`config.mk`:
```
export PLATFORM = sky130hd
export DESIGN_NAME = led_ram_wr_arb
export DESIGN_NICKNAME = d
export VERILOG_FILES = /design/src/rtl/led_ram_wr_arb.sv
export SDC_FILE = /design/constraint.sdc
export NUM_CORES = 1
export LEC_CHECK = 0
export CORE_AREA = 5 5 96 98
export CTS_CLUSTER_SIZE = 40
export DETAILED_ROUTE_END_ITERATION = 10
export DIE_AREA = 0 0 101 103
export GPL_TIMING_DRIVEN = 0
export PLACE_DENSITY = 0.63
export SETUP_SLACK_MARGIN = 0.02
export SLEW_MARGIN = 20
export SYNTH_ARGS = -nofsm -noshare
export SYNTH_HDL_FRONTEND = slang
export SYNTH_SLANG_ARGS = --single-unit
```
`constraint.sdc`:
```
create_clock -name clk -period 3.1 [get_ports clk]
set_clock_uncertainty 0.15 [all_clocks]
set_input_delay 0.93 -clock clk [delete_from_list [all_inputs] [get_ports clk]]
set_output_delay 0.93 -clock clk [all_outputs]
set_load 0.02 [all_outputs]
```
`src/rtl/led_ram_wr_arb.sv`:
```
// Write-port controller for the 8x8x4 LED frame RAM: arbitrates pen, host and
// clear-sweep writers and generates the RAM's edge-sensitive write strobe.
`timescale 1ns/1ps
module led_ram_wr_arb #(
  parameter int WE_CYCLES  = 1,
  parameter int GAP_CYCLES = 1
) (
  input  logic       clk,
  input  logic       rst,
  input  logic       pen_req,
  input  logic [2:0] pen_row,
  input  logic [2:0] pen_col,
  input  logic [3:0] pen_data,
  output logic       pen_ack,
  input  logic       host_req,
  input  logic [2:0] host_row,
  input  logic [2:0] host_col,
  input  logic [3:0] host_data,
  output logic       host_ack,
  input  logic       clr_start,
  input  logic [3:0] clr_data,
  output logic       clr_busy,
  output logic       clr_done,
  output logic [3:0] ram_data,
  output logic [7:0] ram_addr_row,
  output logic [7:0] ram_addr_col,
  output logic       ram_we
);

  localparam int CNT_W = 16;
  localparam logic [CNT_W-1:0] WE_LAST  = CNT_W'(WE_CYCLES - 1);
  localparam logic [CNT_W-1:0] GAP_LAST = CNT_W'(GAP_CYCLES - 1);

  typedef enum logic [1:0] {IDLE, SETUP, STROBE, GAP} state_t;
  typedef enum logic [1:0] {SRC_PEN, SRC_HOST, SRC_CLR} src_t;

  state_t           state, state_next;
  logic [CNT_W-1:0] cnt, cnt_next;
  src_t             src;
  logic             rr_pen;
  logic [5:0]       clr_idx;
  logic [3:0]       clr_val;
  logic             grant_pen, grant_host, grant_clr;
  logic             last_gap;

  function automatic logic [7:0] to_onehot(input logic [2:0] b);
    to_onehot = 8'h01 << b;
  endfunction

  always_ff @(posedge clk) begin
    if (rst) begin
      state <= IDLE;
      cnt   <= '0;
    end else begin
      state <= state_next;
      cnt   <= cnt_next;
    end
  end

  // Clear beats pen/host; pen vs host alternates when both are waiting.
  always_comb begin
    state_next = state;
    cnt_next   = cnt;
    grant_pen  = 1'b0;
    grant_host = 1'b0;
    grant_clr  = 1'b0;
    last_gap   = 1'b0;
    ram_we     = 1'b0;
    pen_ack    = 1'b0;
    host_ack   = 1'b0;
    clr_done   = 1'b0;
    case (state)
      IDLE: begin
        if (clr_busy) begin
          grant_clr  = 1'b1;
          state_next = SETUP;
        end else if (pen_req && (!host_req || rr_pen)) begin
          grant_pen  = 1'b1;
          state_next = SETUP;
        end else if (host_req) begin
          grant_host = 1'b1;
          state_next = SETUP;
        end
      end
      SETUP: begin
        cnt_next   = '0;
        state_next = STROBE;
      end
      STROBE: begin
        ram_we = 1'b1;
        if (cnt == WE_LAST) begin
          cnt_next   = '0;
          state_next = GAP;
        end else begin
          cnt_next = cnt + 1'b1;
        end
      end
      GAP: begin
        if (cnt == GAP_LAST) begin
          last_gap   = 1'b1;
          state_next = IDLE;
          pen_ack    = (src == SRC_PEN);
          host_ack   = (src == SRC_HOST);
          clr_done   = (src == SRC_CLR) && (clr_idx == 6'd63);
        end else begin
          cnt_next = cnt + 1'b1;
        end
      end
      default: state_next = IDLE;
    endcase
  end

  always_ff @(posedge clk) begin
    if (rst) begin
      ram_data     <= '0;
      ram_addr_row <= 8'h01;
      ram_addr_col <= 8'h01;
      rr_pen       <= 1'b1;
      clr_busy     <= 1'b0;
      clr_idx      <= '0;
      clr_val      <= '0;
      src          <= SRC_PEN;
    end else begin
      if (clr_start && !clr_busy) begin
        clr_busy <= 1'b1;
        clr_val  <= clr_data;
      end
      if (grant_clr) begin
        src          <= SRC_CLR;
        ram_addr_row <= to_onehot(clr_idx[5:3]);
        ram_addr_col <= to_onehot(clr_idx[2:0]);
        ram_data     <= clr_val;
      end else if (grant_pen) begin
        src          <= SRC_PEN;
        rr_pen       <= 1'b0;
        ram_addr_row <= to_onehot(pen_row);
        ram_addr_col <= to_onehot(pen_col);
        ram_data     <= pen_data;
      end else if (grant_host) begin
        src          <= SRC_HOST;
        rr_pen       <= 1'b1;
        ram_addr_row <= to_onehot(host_row);
        ram_addr_col <= to_onehot(host_col);
        ram_data     <= host_data;
      end
      // Sweep advances only once a clear cell's write has fully committed.
      if (last_gap && src == SRC_CLR) begin
        if (clr_idx == 6'd63) begin
          clr_idx  <= '0;
          clr_busy <= 1'b0;
        end else begin
          clr_idx <= clr_idx + 1'b1;
        end
      end
    end
  end

endmodule
```
Word level (Yosys, flattened, before mapping)

Cells that the tools add are included.

Equal/unequal tests: 10
Reduce and logical (&&, ||, !) cells: 17
Bitwise operators: 1
$add $sub $neg: 2
Shift-type cells: 6
Multiplexer cells: 45

Operators by type and width:

| kind                                            | count |
|---|---|
| two-way mux 8 bit                               | 6 |
| one-hot mux 16 bit (3 select lines)             | 1 |
| left shift 1 x 3 -> 8 bit, first input constant | 6 |
| two-way mux 16 bit                              | 2 |
| two-way mux 1 bit                               | 23 |
| adder 16 x 1 -> 16 bit, second input constant   | 1 |
| logical NOT 16 bit                              | 1 |
| two-way mux 2 bit                               | 8 |
| two-way mux 4 bit                               | 3 |
| one-hot mux 2 bit (4 select lines)              | 1 |
| adder 6 x 1 -> 6 bit, second input constant     | 1 |
| == test 2 bit, second input constant            | 3 |
| == test 6 bit, second input constant            | 1 |
| two-way mux 6 bit                               | 1 |
| != test 2 bit, second input constant            | 3 |
| nonzero test 3 bit                              | 2 |
| == test 2 x 1 -> 1 bit, second input constant   | 2 |
| logical AND 1 bit                               | 4 |
| logical NOT 2 bit                               | 2 |
| != test 4 bit, second input constant            | 1 |
| AND reduction 2 bit                             | 2 |
| AND reduction 3 bit                             | 1 |
| OR reduction 3 bit                              | 1 |
| logical NOT 1 bit                               | 2 |
| other kinds (3)                                 | 3 |

Output and inout port bits: 25
Bits in registers: 52

Longest topological paths before layout

Word-level depth: 9
Gate-level depth with buffers: 8
Depth with buffers taken out: 6

Worst setup path after synthesis

No wires, ideal clock.

Path kind: register to output
From: register state[1]
To: output clr_done
Required time: 2.020 ns
Cell stages (with the launch flop): 5
Arrival: 1.629 ns
Path buffers: 0
Path slack: 0.391 ns
Cell sequence: dfxtp_1 -> ha_1 -> nor4b_2 -> nand4_4 -> nor3_1

Cells in the longest elaborated chain, start to end: 2

Ends and longest elaborated chain:

| item                   | RTL line | text |
|---|---|---|
| start, declared        | 37       | `state_t state, state_next;` |
| start signal, assigned | 55       | `state <= state_next;` |
| == test 2 bit          | 72       | `case (state)` |
| two-way mux 1 bit      | 72       |  |
| end, declared          | 23       | `output logic clr_done,` |

Every way passes these cells.

Final worst setup path

From: register cnt[0]
To: output pen_ack

Cells in the longest elaborated chain, start to end: 3

Ends and longest elaborated chain:

| item                   | RTL line | text |
|---|---|---|
| start, declared        | 38       | `logic [CNT_W-1:0] cnt, cnt_next;` |
| start signal, assigned | 56       | `cnt <= cnt_next;` |
| logical NOT 16 bit     | 99       | `if (cnt == GAP_LAST) begin` |
| two-way mux 1 bit      | 99       |  |
| two-way mux 1 bit      | 72       |  |
| end, declared          | 14       | `output logic pen_ack,` |

Every way passes these cells.

==> results.cfg <==
[global_routing]
grt_pass1_vias = 2583
grt_max_degree = 18
globalRouteOverflowTotal = 0
track_usage_pct = 14.8
grt_pass1_wl_um = 12500
antenna_found_initial = 0

[critical_path]
crit_path_start = cnt[0]
crit_path_start_kind = flop
r2r_start = state[0]
crit_path_max_fanout = 8
cp.arrival_ps = 1910
critical_path_class = reg2out
required_ps = 2020
reg2regPathDepth = 7
slowest_stage = dfxtp_1
cp_num_cells = 6
worst_setup_path_end_kind = output pin
cpLargestDelayFamily = simple AND/OR/NAND/NOR gates
path_cells = inv_1 > ha_1 > nor4b_4 > nand4_4 > nor3_2 > clkdlybuf4s15_2
worst_path_largest_cell_delay_ps = 360
cp_num_buf_inv = 2

[floorplanning]
boundaryPins = 54
num_rows = 34
die-width_um = 101
die_area_mm2 = 0.0104
die_h_um = 103
core_area_mm2 = 0.00838
initial_core_util_pct = 33.5

[sta]
hold_violations = 0
worst_slew_pin_slew_ps = 586
min_period_ps = 2990
rsz0062_at_grt = yes
finalCritPeriodShare_pct = 96.4
timing.fmax_mhz = 334
maxSlewViolCount = 0
slew_headroom_pct = 60.9
setup_slack_ps = 110
report.final.setup_viol = 0

[final_layout]
post-route-util_pct = 43.6
area_delta_synth_final_pct = 30.0
layout_common_cells = 52 x dfxtp_1, 50 x clkdlybuf4s50_1, 23 x nand3_1, 23 x a21oi_1, 22 x nor2_1
layout.cells.non_filler = 498
finalNetCount = 425
drive_gt1_share_pct = 10.5
fillers = 853
layout_commonest_cell = dfxtp_1
antenna_cells = 0

[worst_hold_path]
hold_depth = 2
hold_class = reg2reg
holdCritStartpoint = ram_addr_col[4]

[cts]
clockRootBuffer = clkbuf_8
clock_latency_ps = 310
cts_buffers = 5
cts_tree = built
hold_buffers = 0
clock_sinks = 52
cts_buffer_depth = 2
path_clk_slew_ps = 110
cts_max_level = 2

[synthesis]
ys_seq_area_share_pct = 37.1
synth-main-ff-cell = dfxtp_1
ys_ff_latch = 52
async_reset_ff_share_pct = 0
syn_inst = 324
synth_area_per_cell_um2 = 8.67
yosysWarnings = 0
synth_nets = 360
ys_types = 60
netlist_area_mm2 = 0.00281
synth_edf_count = 0

[power]
p_clk_share_pct = 22.2
p_leak_nw = 1.29
combPwrFrac_pct = 41.1
net-switching-power_w = 0.000831
internal-power_w = 0.00134
seq_power_share_pct = 36.8
power_density_mw_per_mm2 = 596
vdd_ir_drop_max_v = 0.000223
sw_frac_of_total_pct = 38.2
power_w = 0.00218

[route]
drtPass1Iterations = 4
detail_route.wl_per_cell_um = 15.2
ant_nets = 0
remaining_drc_errors = 0
drt_wl_total_um = 7590
drt_iter0_drc = 174
vias = 2701
routed_via_density = 5.42

[placed_design]
dp_slack_ps = -96.1
port_buffers = 53
gp_congestion = 0.850
dp_cells = 485
hpwl_um = 5800

[job]
drv_cap = 0

[run_status]
outcome = completed
-- flip-flops by register name (all words and copies together), names as in the netlist --
| name | count |
|---|---|
| cnt | 16 |
| ram_addr_col | 8 |
| ram_addr_row | 8 |
| clr_idx | 6 |
| clr_val | 4 |
| ram_data | 4 |
| src | 2 |
| state | 2 |
| clr_busy | 1 |
| rr_pen | 1 |
-- power groups by stage --
| stage | registers (W) | clock network (W) | logic [W] |
|---|---|---|---|
| after global routing | 0.000811 | 0.000521 | 0.000978 |
| after floorplan | 0.000871 | 0 | 0.000497 |
| after detailed placement | 0.000814 | 0 | 0.000870 |
| after global placement | 0.000810 | 0 | 0.000870 |
| after CTS | 0.000800 | 0.000498 | 0.000878 |
| final | 0.000800 | 0.000482 | 0.000894 |
-- layout make-up --
type	count	area, µm²	share of cell area, %
flip-flops and latches	52	1040	28.5
well taps	108	135	3.70
clock buffers	5	68.8	1.89
inverters	16	60.1	1.65
plain buffers	16	77.6	2.13
clock inverters	3	46.3	1.27
multi-input cells	240	1660	45.5
repair buffers	58	559	15.3
-- final timing paths --
path,to,slack (ps)
worst max-delay path,pen_ack,110
worst min-delay path,ram_addr_col[4],320
worst max register to register,ram_addr_col[3],730
worst min register to register,ram_addr_col[4],320
-- cell families after synthesis --
| kind of cell | after synthesis | share of synthesized area [%] |
|---|---|---|
| adder cells (fa/ha/maj) | 7 | 3.12 |
| AND/OR/NAND/NOR | 129 | 28.3 |
| multiplexers | 7 | 2.54 |
| buffers and inverters | 32 | 4.90 |
| flip-flops | 52 | 37.1 |
| AO/OA/AOI/OAI | 88 | 21.3 |
| XOR/XNOR | 9 | 2.81 |
-- worst reg2reg max path: cells and delay by family, from the launching register on --
kind	cells	cell delay, ps
buffers and inverters	2	290
and+or+nand+nor	1	330
AOI/OAI and AO/OA	3	1020
DFF	1	340
adders and majority gates	1	140
-- synthesized netlist by cell type, drive strengths merged (2+ instances only) --
cell type / number / area share [%]
a21o: 2 / 0.53
a21oi: 23 / 4.1
a221o: 2 / 0.71
a221oi: 2 / 0.62
a22oi: 3 / 0.80
a311o: 2 / 0.71
a31oi: 2 / 0.45
and2: 4 / 0.89
and3: 5 / 1.2
buf: 7 / 1.6
clkbuf: 9 / 1.2
dfxtp: 52 / 37
ha: 7 / 3.1
inv: 16 / 2.1
mux2i: 6 / 2.1
nand2: 18 / 2.4
nand2b: 4 / 1.2
nand3: 24 / 4.7
nand3b: 3 / 0.80
nand4: 8 / 2.3
nor2: 22 / 2.9
nor2b: 5 / 1.1
nor3: 8 / 1.4
nor4: 7 / 2.6
nor4b: 4 / 2.0
o211a: 2 / 0.71
o211ai: 3 / 0.80
o21ai: 19 / 3.4
o31ai: 10 / 2.9
o41ai: 12 / 3.7
or3: 2 / 0.45
or4: 9 / 2.5
xnor2: 6 / 1.9
xor2: 3 / 0.94
-- metrics by stage --
stage | hold WS, ps | TNS (ps) | area [µm²]
CTS | 325 | 0 | 3620
global placement | 290 | -499 | 3470
floorplan | 302 | 0 | 2810
detailed placement | 302 | -474 | 3470
global route | 354 | 0 | 3650
finish | 321 | 0 | 3650
-- routing by layer --
metal  global-route usage, %  up-vias  wire, µm
li1                        -     1357         -
met1                    20.7     1286      3630
met2                    23.3       51      3600
met3                    2.84        7       309
met4                    3.68        0        61
met5                       0        -         0
-- timing repair --
action                     CTS  global route
setup endpoints to repair    3             3
gates cloned                 0             0
pin swaps                    0             2
gates resized for setup     15             5
buffers inserted             1             4
Note: power is estimated with default switching activity, not from simulation.
